**config.mk**
```make
export PLATFORM = sky130hd
export DESIGN_NAME = spi_slave_responder_flat
export DESIGN_NICKNAME = d
export VERILOG_FILES = /design/src/rtl/spi_slave_responder_if.sv /design/src/rtl/spi_slave_responder.sv /design/src/flat_wrapper.sv
export SDC_FILE = /design/constraint.sdc
export NUM_CORES = 1
export LEC_CHECK = 0
export BUFFER_PORTS_ARGS = -buffer_cell sky130_fd_sc_hd__clkbuf_2
export CORE_MARGIN = 3
export CORE_UTILIZATION = 51
export DETAILED_ROUTE_END_ITERATION = 8
export PLACE_DENSITY = 0.73
export SYNTH_ARGS = -nofsm -noshare
export SYNTH_HDL_FRONTEND = slang
export SYNTH_SLANG_ARGS = --single-unit
export TNS_END_PERCENT = 50
```
**constraint.sdc**
```tcl
create_clock -name ex_clk_50m -period 3.3 [get_ports ex_clk_50m]
set_input_delay 0 -clock ex_clk_50m [delete_from_list [all_inputs] [get_ports ex_clk_50m]]
set_output_delay 0 -clock ex_clk_50m [all_outputs]
set_load 0.02 [all_outputs]
```
**src/rtl/spi_slave_responder_if.sv**
```systemverilog
// ---------------------------------------------------------------------------
// spi_slave_responder_if
// Bundles the SPI pins and the local byte-side signals of the SPI slave
// responder.
//   SPI pins   : spi_clk, spi_cs, spi_mosi (towards responder), spi_miso (back)
//   TX side    : tx_data/tx_valid in, tx_ready out (one-deep holding register)
//   RX side    : rx_data/rx_valid out
//   Status     : tx_underrun, frame_start, frame_end, frame_abort, busy
// Handshake: a tx byte is transferred on a rising clock edge where both
// tx_valid and tx_ready are high; tx_valid may be raised at any time and
// tx_ready does not depend on tx_valid. rx_valid is a one-cycle pulse with
// no backpressure.
// Modports: slave = responder view, master = SoC/bench view.
// ---------------------------------------------------------------------------
interface spi_slave_responder_if;
   logic       spi_clk;
   logic       spi_cs;
   logic       spi_mosi;
   logic       spi_miso;
   logic [7:0] tx_data;
   logic       tx_valid;
   logic       tx_ready;
   logic [7:0] rx_data;
   logic       rx_valid;
   logic       tx_underrun;
   logic       frame_start;
   logic       frame_end;
   logic       frame_abort;
   logic       busy;

   modport slave (
      input  spi_clk, spi_cs, spi_mosi, tx_data, tx_valid,
      output spi_miso, tx_ready, rx_data, rx_valid, tx_underrun,
             frame_start, frame_end, frame_abort, busy
   );

   modport master (
      output spi_clk, spi_cs, spi_mosi, tx_data, tx_valid,
      input  spi_miso, tx_ready, rx_data, rx_valid, tx_underrun,
             frame_start, frame_end, frame_abort, busy
   );
endinterface

```
**src/rtl/spi_slave_responder.sv**
```systemverilog
// ---------------------------------------------------------------------------
// spi_slave_responder
// SPI mode-0 slave responder. SCK/CS/MOSI are oversampled in the system
// clock domain; MOSI bytes are deserialised MSB-first and a one-deep transmit
// holding register is serialised onto MISO (DEFAULT_TX when empty).
// Ports:
//   ex_clk_50m : system clock, sole clock
//   rst_key    : synchronous active-low reset
//   bus        : spi_slave_responder_if.slave (pins, tx/rx byte side, status)
// The two-state frame FSM (IDLE/ACTIVE) is visible externally as bus.busy.
// ---------------------------------------------------------------------------
module spi_slave_responder #(
   parameter logic [7:0] DEFAULT_TX  = 8'hFF,
   parameter int         SYNC_STAGES = 2
) (
   input logic                  ex_clk_50m,
   input logic                  rst_key,
   spi_slave_responder_if.slave bus
);

   typedef enum logic {IDLE = 1'b0, ACTIVE = 1'b1} state_t;

   // synchronisers plus one history flop for edge detection
   logic [SYNC_STAGES-1:0] clk_sync;
   logic [SYNC_STAGES-1:0] cs_sync;
   logic [SYNC_STAGES-1:0] mosi_sync;
   logic                   clk_hist;
   logic                   cs_hist;

   logic sck_s, cs_s, mosi_s;
   logic sck_rise, cs_fall, cs_rise;

   state_t state_q, state_d;

   logic [2:0] bit_cnt;
   logic [7:0] rx_shift;
   logic [7:0] rx_data_q;
   logic [7:0] tx_cur;
   logic [7:0] hold;
   logic       hold_full;
   logic [7:0] next_byte;

   logic rx_valid_q, tx_underrun_q, frame_start_q, frame_end_q, frame_abort_q;

   // strobes / outputs from the output decode
   logic start_evt, end_evt, bit_evt;
   logic miso_o, busy_o;

   // ---------------- input synchronisers ----------------
   always_ff @(posedge ex_clk_50m) begin
      if (!rst_key) begin
         clk_sync  <= '0;
         cs_sync   <= '1;
         mosi_sync <= '1;
         clk_hist  <= 1'b0;
         cs_hist   <= 1'b1;
      end else begin
         clk_sync  <= {clk_sync[SYNC_STAGES-2:0], bus.spi_clk};
         cs_sync   <= {cs_sync[SYNC_STAGES-2:0], bus.spi_cs};
         mosi_sync <= {mosi_sync[SYNC_STAGES-2:0], bus.spi_mosi};
         clk_hist  <= clk_sync[SYNC_STAGES-1];
         cs_hist   <= cs_sync[SYNC_STAGES-1];
      end
   end

   assign sck_s    = clk_sync[SYNC_STAGES-1];
   assign cs_s     = cs_sync[SYNC_STAGES-1];
   assign mosi_s   = mosi_sync[SYNC_STAGES-1];
   assign sck_rise = sck_s & ~clk_hist;
   assign cs_fall  = ~cs_s & cs_hist;
   assign cs_rise  = cs_s & ~cs_hist;

   assign next_byte = hold_full ? hold : DEFAULT_TX;

   // ---------------- FSM: state register ----------------
   always_ff @(posedge ex_clk_50m) begin
      if (!rst_key) state_q <= IDLE;
      else          state_q <= state_d;
   end

   // ---------------- FSM: next state ----------------
   always_comb begin
      state_d = state_q;
      case (state_q)
         IDLE:    if (cs_fall) state_d = ACTIVE;
         ACTIVE:  if (cs_rise) state_d = IDLE;
         default: state_d = IDLE;
      endcase
   end

   // ---------------- FSM: outputs ----------------
   always_comb begin
      start_evt = 1'b0;
      end_evt   = 1'b0;
      bit_evt   = 1'b0;
      busy_o    = 1'b0;
      miso_o    = 1'b1;
      case (state_q)
         IDLE: begin
            start_evt = cs_fall;
         end
         ACTIVE: begin
            busy_o  = 1'b1;
            end_evt = cs_rise;
            // an SCK rise coinciding with the CS rise belongs to no byte
            bit_evt = sck_rise & ~cs_rise;
            // before a byte's first rise the upcoming byte's MSB is presented
            miso_o  = (bit_cnt == 3'd0) ? next_byte[7] : tx_cur[3'd7 - bit_cnt];
         end
         default: ;
      endcase
   end

   // ---------------- datapath ----------------
   always_ff @(posedge ex_clk_50m) begin
      if (!rst_key) begin
         bit_cnt       <= 3'd0;
         rx_shift      <= 8'h00;
         rx_data_q     <= 8'h00;
         tx_cur        <= DEFAULT_TX;
         hold          <= 8'h00;
         hold_full     <= 1'b0;
         rx_valid_q    <= 1'b0;
         tx_underrun_q <= 1'b0;
         frame_start_q <= 1'b0;
         frame_end_q   <= 1'b0;
         frame_abort_q <= 1'b0;
      end else begin
         rx_valid_q    <= 1'b0;
         tx_underrun_q <= 1'b0;
         frame_start_q <= start_evt;
         frame_end_q   <= end_evt;
         frame_abort_q <= end_evt & (bit_cnt != 3'd0);

         if (start_evt || end_evt) begin
            bit_cnt <= 3'd0;
         end else if (bit_evt) begin
            bit_cnt  <= bit_cnt + 3'd1;
            rx_shift <= {rx_shift[6:0], mosi_s};
            if (bit_cnt == 3'd7) begin
               rx_data_q  <= {rx_shift[6:0], mosi_s};
               rx_valid_q <= 1'b1;
            end
            if (bit_cnt == 3'd0) begin
               tx_cur <= next_byte;
               if (!hold_full) tx_underrun_q <= 1'b1;
            end
         end

         // consume and write are exclusive: writes need an empty register
         if (bit_evt && (bit_cnt == 3'd0) && hold_full) begin
            hold_full <= 1'b0;
         end else if (bus.tx_valid && !hold_full) begin
            hold      <= bus.tx_data;
            hold_full <= 1'b1;
         end
      end
   end

   assign bus.spi_miso    = miso_o;
   assign bus.busy        = busy_o;
   assign bus.tx_ready    = ~hold_full;
   assign bus.rx_data     = rx_data_q;
   assign bus.rx_valid    = rx_valid_q;
   assign bus.tx_underrun = tx_underrun_q;
   assign bus.frame_start = frame_start_q;
   assign bus.frame_end   = frame_end_q;
   assign bus.frame_abort = frame_abort_q;

endmodule
```
**src/flat_wrapper.sv**
```systemverilog
// flat-port wrapper written by rule: the top's interface ports become plain ports
module spi_slave_responder_flat 
#(
   parameter logic [7:0] DEFAULT_TX  = 8'hFF,
   parameter int         SYNC_STAGES = 2
)
  (ex_clk_50m, rst_key, bus_spi_clk, bus_spi_cs, bus_spi_mosi, bus_tx_data, bus_tx_valid, bus_spi_miso, bus_tx_ready, bus_rx_data, bus_rx_valid, bus_tx_underrun, bus_frame_start, bus_frame_end, bus_frame_abort, bus_busy);
  spi_slave_responder_if bus_i ();
  input logic ex_clk_50m;
  input logic rst_key;
  input wire logic [$bits(bus_i.spi_clk)-1:0] bus_spi_clk;
  input wire logic [$bits(bus_i.spi_cs)-1:0] bus_spi_cs;
  input wire logic [$bits(bus_i.spi_mosi)-1:0] bus_spi_mosi;
  input wire logic [$bits(bus_i.tx_data)-1:0] bus_tx_data;
  input wire logic [$bits(bus_i.tx_valid)-1:0] bus_tx_valid;
  output wire logic [$bits(bus_i.spi_miso)-1:0] bus_spi_miso;
  output wire logic [$bits(bus_i.tx_ready)-1:0] bus_tx_ready;
  output wire logic [$bits(bus_i.rx_data)-1:0] bus_rx_data;
  output wire logic [$bits(bus_i.rx_valid)-1:0] bus_rx_valid;
  output wire logic [$bits(bus_i.tx_underrun)-1:0] bus_tx_underrun;
  output wire logic [$bits(bus_i.frame_start)-1:0] bus_frame_start;
  output wire logic [$bits(bus_i.frame_end)-1:0] bus_frame_end;
  output wire logic [$bits(bus_i.frame_abort)-1:0] bus_frame_abort;
  output wire logic [$bits(bus_i.busy)-1:0] bus_busy;
  assign bus_i.spi_clk = bus_spi_clk;
  assign bus_i.spi_cs = bus_spi_cs;
  assign bus_i.spi_mosi = bus_spi_mosi;
  assign bus_i.tx_data = bus_tx_data;
  assign bus_i.tx_valid = bus_tx_valid;
  assign bus_spi_miso = bus_i.spi_miso;
  assign bus_tx_ready = bus_i.tx_ready;
  assign bus_rx_data = bus_i.rx_data;
  assign bus_rx_valid = bus_i.rx_valid;
  assign bus_tx_underrun = bus_i.tx_underrun;
  assign bus_frame_start = bus_i.frame_start;
  assign bus_frame_end = bus_i.frame_end;
  assign bus_frame_abort = bus_i.frame_abort;
  assign bus_busy = bus_i.busy;
  spi_slave_responder #(.DEFAULT_TX(DEFAULT_TX), .SYNC_STAGES(SYNC_STAGES)) u_core (.ex_clk_50m(ex_clk_50m), .rst_key(rst_key), .bus(bus_i));
endmodule
```
==> impl_results.html <==
<table>
<tr><th>Metric</th><th>Value</th></tr>
<tr><th colspan="2">Timing</th></tr>
<tr><td>Worst Slack Setup Final</td><td>1420 ps</td></tr>
<tr><td>TNS Setup</td><td>0 ps</td></tr>
<tr><td>Pin slew with the least headroom to its limit</td><td>971 ps</td></tr>
<tr><td>Count of final setup violators</td><td>0</td></tr>
<tr><td>Setup repair after global routing missed its margin</td><td>false</td></tr>
<tr><td>Final Hold Fails</td><td>0</td></tr>
<tr><td>Worst clock skew</td><td>6.05 ps</td></tr>
<tr><td>Post-route fraction of the period consumed by the critical path</td><td>0.571</td></tr>
<tr><td>Max-slew violations</td><td>0</td></tr>
<tr><td>Highest clock rate</td><td>0.531 GHz</td></tr>
<tr><td>Post-route minimum period</td><td>1880 ps</td></tr>
<tr><td>Normalized max-slew margin</td><td>0.351</td></tr>
<tr><th colspan="2">Power</th></tr>
<tr><td>Leak</td><td>0.863 nW</td></tr>
<tr><td>Worst vdd ir</td><td>0.265 mV</td></tr>
<tr><td>Total power</td><td>0.00112 W</td></tr>
<tr><td>Power density over cell area</td><td>471 nW/µm²</td></tr>
<tr><th colspan="2">Cells and area</th></tr>
<tr><td>Post-synthesis to final-layout area growth</td><td>18.6%</td></tr>
<tr><td>Fill cell total of the finished layout</td><td>315</td></tr>
<tr><td>Net count, final</td><td>267</td></tr>
<tr><td>Share of cells above drive strength 1</td><td>0.175</td></tr>
<tr><td>Commonest non-fill, non-tap cell in the layout</td><td>sky130_fd_sc_hd__dfxtp_1</td></tr>
<tr><td>Antenna diode count</td><td>0</td></tr>
<tr><td>Layout Cells excl Fill</td><td>299</td></tr>
<tr><td>Commonest non-fill, non-tap cells in the layout</td><td>sky130_fd_sc_hd__dfxtp_1 (49), sky130_fd_sc_hd__nand2_1 (34), sky130_fd_sc_hd__clkbuf_2 (29)</td></tr>
<tr><th colspan="2">Worst setup path</th></tr>
<tr><td>Endpoint class of the critical path</td><td>register</td></tr>
<tr><td>Reg-to-reg critical path endpoint</td><td>u_core.tx_cur[0]$_SDFFE_PN1P_</td></tr>
<tr><td>Critical register-to-register path startpoint</td><td>u_core.bit_cnt[0]$_SDFFE_PP0N_</td></tr>
<tr><td>Arrival time at the worst endpoint</td><td>2030 ps</td></tr>
<tr><td>CP Max Fanout</td><td>9</td></tr>
<tr><td>Worst setup SP type</td><td>register</td></tr>
<tr><td>Path depth of the worst reg2reg path</td><td>6</td></tr>
<tr><td>Classification of the worst setup path</td><td>register to register</td></tr>
<tr><td>Data required time of the worst path</td><td>3450 ps</td></tr>
<tr><td>Register-to-Register Setup Slack</td><td>1420 ps</td></tr>
<tr><th colspan="2">Yosys</th></tr>
<tr><td>Ranking of synthesized cells by area</td><td>sky130_fd_sc_hd__dfxtp_1 (49%), sky130_fd_sc_hd__nand2_1 (6.4%), sky130_fd_sc_hd__a21oi_1 (5.0%)</td></tr>
<tr><td>Share of synthesized area occupied by flip-flops and latches</td><td>0.490</td></tr>
<tr><td>Distinct cells, synth</td><td>31</td></tr>
<tr><td>Fraction of synthesized cell area taken by the top area cell type</td><td>0.490</td></tr>
<tr><td>Synthesized netlist net count</td><td>236</td></tr>
<tr><td>Cells after Synth</td><td>219</td></tr>
<tr><td>Area of the mapped netlist</td><td>2000 µm²</td></tr>
<tr><td>Avg Inst Size Synth</td><td>9.14 µm²</td></tr>
<tr><td>Number of warning messages in the yosys log</td><td>0</td></tr>
<tr><td>Synthesized flop and latch total</td><td>49</td></tr>
<tr><td>Top cell type by total area after synthesis</td><td>sky130_fd_sc_hd__dfxtp_1</td></tr>
<tr><th colspan="2">Die</th></tr>
<tr><td>Area inside the core boundary</td><td>3720 µm²</td></tr>
<tr><td>Floorplan row count</td><td>22</td></tr>
<tr><td>Initial Utilization</td><td>0.539</td></tr>
<tr><td>Die width</td><td>68.7 µm</td></tr>
<tr><td>Die Span Y</td><td>68.7 µm</td></tr>
<tr><td>Die area</td><td>4710 µm²</td></tr>
<tr><td>Num ports</td><td>30</td></tr>
<tr><th colspan="2">Global routing</th></tr>
<tr><td>Wire length of the first global-routing pass</td><td>6920 µm</td></tr>
<tr><td>Vias in the first global route</td><td>1476</td></tr>
<tr><td>Largest net degree at the start of global routing</td><td>36</td></tr>
<tr><td>Combined global-route utilization of all metal layers</td><td>0.196</td></tr>
<tr><td>Remaining global-route overflow</td><td>0</td></tr>
<tr><td>Antenna violations before repair</td><td>0</td></tr>
<tr><th colspan="2">Clocking</th></tr>
<tr><td>CTS H-tree depth</td><td>2</td></tr>
<tr><td>TritonCTS clock tree</td><td>yes</td></tr>
<tr><td>Sink Count</td><td>49</td></tr>
<tr><td>Number of buffers created by CTS</td><td>5</td></tr>
<tr><td>Buffer type at the clock tree root</td><td>sky130_fd_sc_hd__clkbuf_8</td></tr>
<tr><td>Worst-skew pair later-pin latency</td><td>300 ps</td></tr>
<tr><td>Total setup buffers inserted after CTS</td><td>0</td></tr>
<tr><td>Max clock buf depth</td><td>2</td></tr>
<tr><td>Worst-path clk slew</td><td>90 ps</td></tr>
<tr><th colspan="2">Place</th></tr>
<tr><td>Cell count after placement</td><td>280</td></tr>
<tr><td>Weighted congestion at the end of routability-driven global placement</td><td>0.766</td></tr>
<tr><td>Setup slack at placement</td><td>1510 ps</td></tr>
<tr><td>HPWL after DPL</td><td>2510 µm</td></tr>
<tr><td>Count of buffers inserted at the top-level ports</td><td>29</td></tr>
<tr><th colspan="2">Routing</th></tr>
<tr><td>Via count of the routed design</td><td>1649</td></tr>
<tr><td>Number of DRC markers after the initial detailed-route iteration</td><td>108</td></tr>
<tr><td>Ratio of routed vias to standard cells</td><td>5.52</td></tr>
<tr><td>DRC errors left</td><td>0</td></tr>
<tr><td>Count of TritonRoute iterations in the first routing pass</td><td>4</td></tr>
<tr><td>WL per Instance</td><td>13.4 µm</td></tr>
<tr><td>Drt total wl</td><td>4000 µm</td></tr>
<tr><td>Remaining number of nets flagged by the antenna check after routing</td><td>0</td></tr>
<tr><th colspan="2">Worst hold path</th></tr>
<tr><td>HP Start</td><td>bus_tx_valid</td></tr>
<tr><td>Class of the tightest hold or removal check</td><td>input port to register</td></tr>
<tr><td>Terminating pin of the worst hold path</td><td>u_core.hold_full$_SDFFE_PP0P_</td></tr>
<tr><td>Number of stages on the worst hold path</td><td>3</td></tr>
<tr><th colspan="2">Job</th></tr>
<tr><td>Number of violations of the max-capacitance limit</td><td>0</td></tr>
<tr><th colspan="2">Outcome</th></tr>
<tr><td>Status</td><td>completed</td></tr>
</table>
layer usage:
| metal | track usage | routed length, µm | vias to the layer above |
|---|---|---|---|
| met3 | 0.0454 | 168 | 2 |
| met2 | 0.287 | 1880 | 35 |
| met1 | 0.277 | 1940 | 775 |
| met5 | 0 | 0 | - |
| met4 | 0.0720 | 14 | 0 |
| li1 | - | - | 837 |
how the worst max path moves through the flow:
stage                                         from                            endpoint  slack (ps)  depth (start not counted)
global placement        u_core.clk_hist$_SDFF_PN0_  u_core.bus.rx_data[6]$_SDFFE_PN0P_        1600                          3
floorplan           u_core.bit_cnt[0]$_SDFFE_PP0N_       u_core.tx_cur[0]$_SDFFE_PN1P_        1720                          7
detailed placement  u_core.bit_cnt[0]$_SDFFE_PP0N_       u_core.tx_cur[0]$_SDFFE_PN1P_        1510                          6
CTS                 u_core.bit_cnt[0]$_SDFFE_PP0N_                        bus_spi_miso        1400                          6
global route        u_core.bit_cnt[0]$_SDFFE_PP0N_                        bus_spi_miso        1260                          6
finish              u_core.bit_cnt[0]$_SDFFE_PP0N_       u_core.tx_cur[0]$_SDFFE_PN1P_        1420                          6
state kept, by name, summed over array words and instances, names as in the netlist:
signal / cells
u_core.bit_cnt: 3
u_core.bus.frame_abort: 1
u_core.bus.frame_end: 1
u_core.bus.frame_start: 1
u_core.bus.rx_data: 8
u_core.bus.rx_valid: 1
u_core.bus.tx_underrun: 1
u_core.clk_hist: 1
u_core.clk_sync: 2
u_core.cs_hist: 1
u_core.cs_sync: 2
u_core.hold: 8
u_core.hold_full: 1
u_core.mosi_sync: 2
u_core.rx_shift: 7
u_core.state_q: 1
u_core.tx_cur: 8
Yosys cell counts:
| cell type | n |
|---|---|
| sky130_fd_sc_hd__a2111o_1 | 1 |
| sky130_fd_sc_hd__a21oi_1 | 20 |
| sky130_fd_sc_hd__a311oi_1 | 8 |
| sky130_fd_sc_hd__a31oi_1 | 1 |
| sky130_fd_sc_hd__a41oi_1 | 7 |
| sky130_fd_sc_hd__and2_1 | 4 |
| sky130_fd_sc_hd__and3_1 | 1 |
| sky130_fd_sc_hd__buf_1 | 3 |
| sky130_fd_sc_hd__buf_2 | 5 |
| sky130_fd_sc_hd__buf_4 | 1 |
| sky130_fd_sc_hd__clkbuf_1 | 11 |
| sky130_fd_sc_hd__clkinv_1 | 1 |
| sky130_fd_sc_hd__dfxtp_1 | 49 |
| sky130_fd_sc_hd__ha_1 | 3 |
| sky130_fd_sc_hd__inv_1 | 11 |
| sky130_fd_sc_hd__inv_2 | 1 |
| sky130_fd_sc_hd__mux2i_1 | 10 |
| sky130_fd_sc_hd__mux4_2 | 1 |
| sky130_fd_sc_hd__nand2_1 | 34 |
| sky130_fd_sc_hd__nand2b_1 | 10 |
| sky130_fd_sc_hd__nand3b_1 | 1 |
| sky130_fd_sc_hd__nand4_1 | 11 |
| sky130_fd_sc_hd__nor2_1 | 1 |
| sky130_fd_sc_hd__nor2b_1 | 4 |
| sky130_fd_sc_hd__nor3_1 | 3 |
| sky130_fd_sc_hd__nor4_1 | 2 |
| sky130_fd_sc_hd__nor4_4 | 1 |
| sky130_fd_sc_hd__nor4bb_1 | 1 |
| sky130_fd_sc_hd__o211ai_1 | 1 |
| sky130_fd_sc_hd__o21ai_0 | 2 |
| sky130_fd_sc_hd__o31ai_1 | 10 |
worst max-delay path, stage by stage (launching register included):
cell	delay, ps
sky130_fd_sc_hd__dfxtp_1	390
sky130_fd_sc_hd__inv_1	100
sky130_fd_sc_hd__ha_1	210
sky130_fd_sc_hd__nor4bb_1	280
sky130_fd_sc_hd__buf_4	220
sky130_fd_sc_hd__and3_1	370
sky130_fd_sc_hd__a41oi_1	170
area by class of cell:
class                   count  area (µm²)  share of cell area
well taps                  48        60.1              0.0253
flip-flops and latches     49         981               0.413
repair buffers             44         285               0.120
multi-input cells         137         887               0.374
clock inverters             3        43.8              0.0184
inverters                  13        48.8              0.0205
clock buffers               5        68.8              0.0290
power breakdown:
part	switching [W]	internal [W]	total, W
logic	0.0000475	0.0000305	0.0000780
registers	0.00000875	0.000603	0.000612
clock network	0.000201	0.000227	0.000429
stage by stage:
step	util	instance area (µm²)	hold slack [ps]
after floorplan	-	2000	101
after global placement	0.579	2150	182
after detailed placement	0.579	2150	183
after CTS	0.639	2370	1.58
after global routing	0.639	2370	28.8
final	0.639	2370	9.37
timing repair:
action	4_1_cts	5_1_grt
endpoints found under the hold margin	11	0
hold buffers	11	0
resized for setup	0	0
kinds of logic after synthesis:
group / Yosys count / synth area share
flops: 49 / 0.490
simple gates: 73 / 0.192
mux: 11 / 0.0613
compound gates: 50 / 0.171
buf+inv: 33 / 0.0669
fa+ha+maj: 3 / 0.0188
Note: power is estimated with default switching activity, not from simulation.
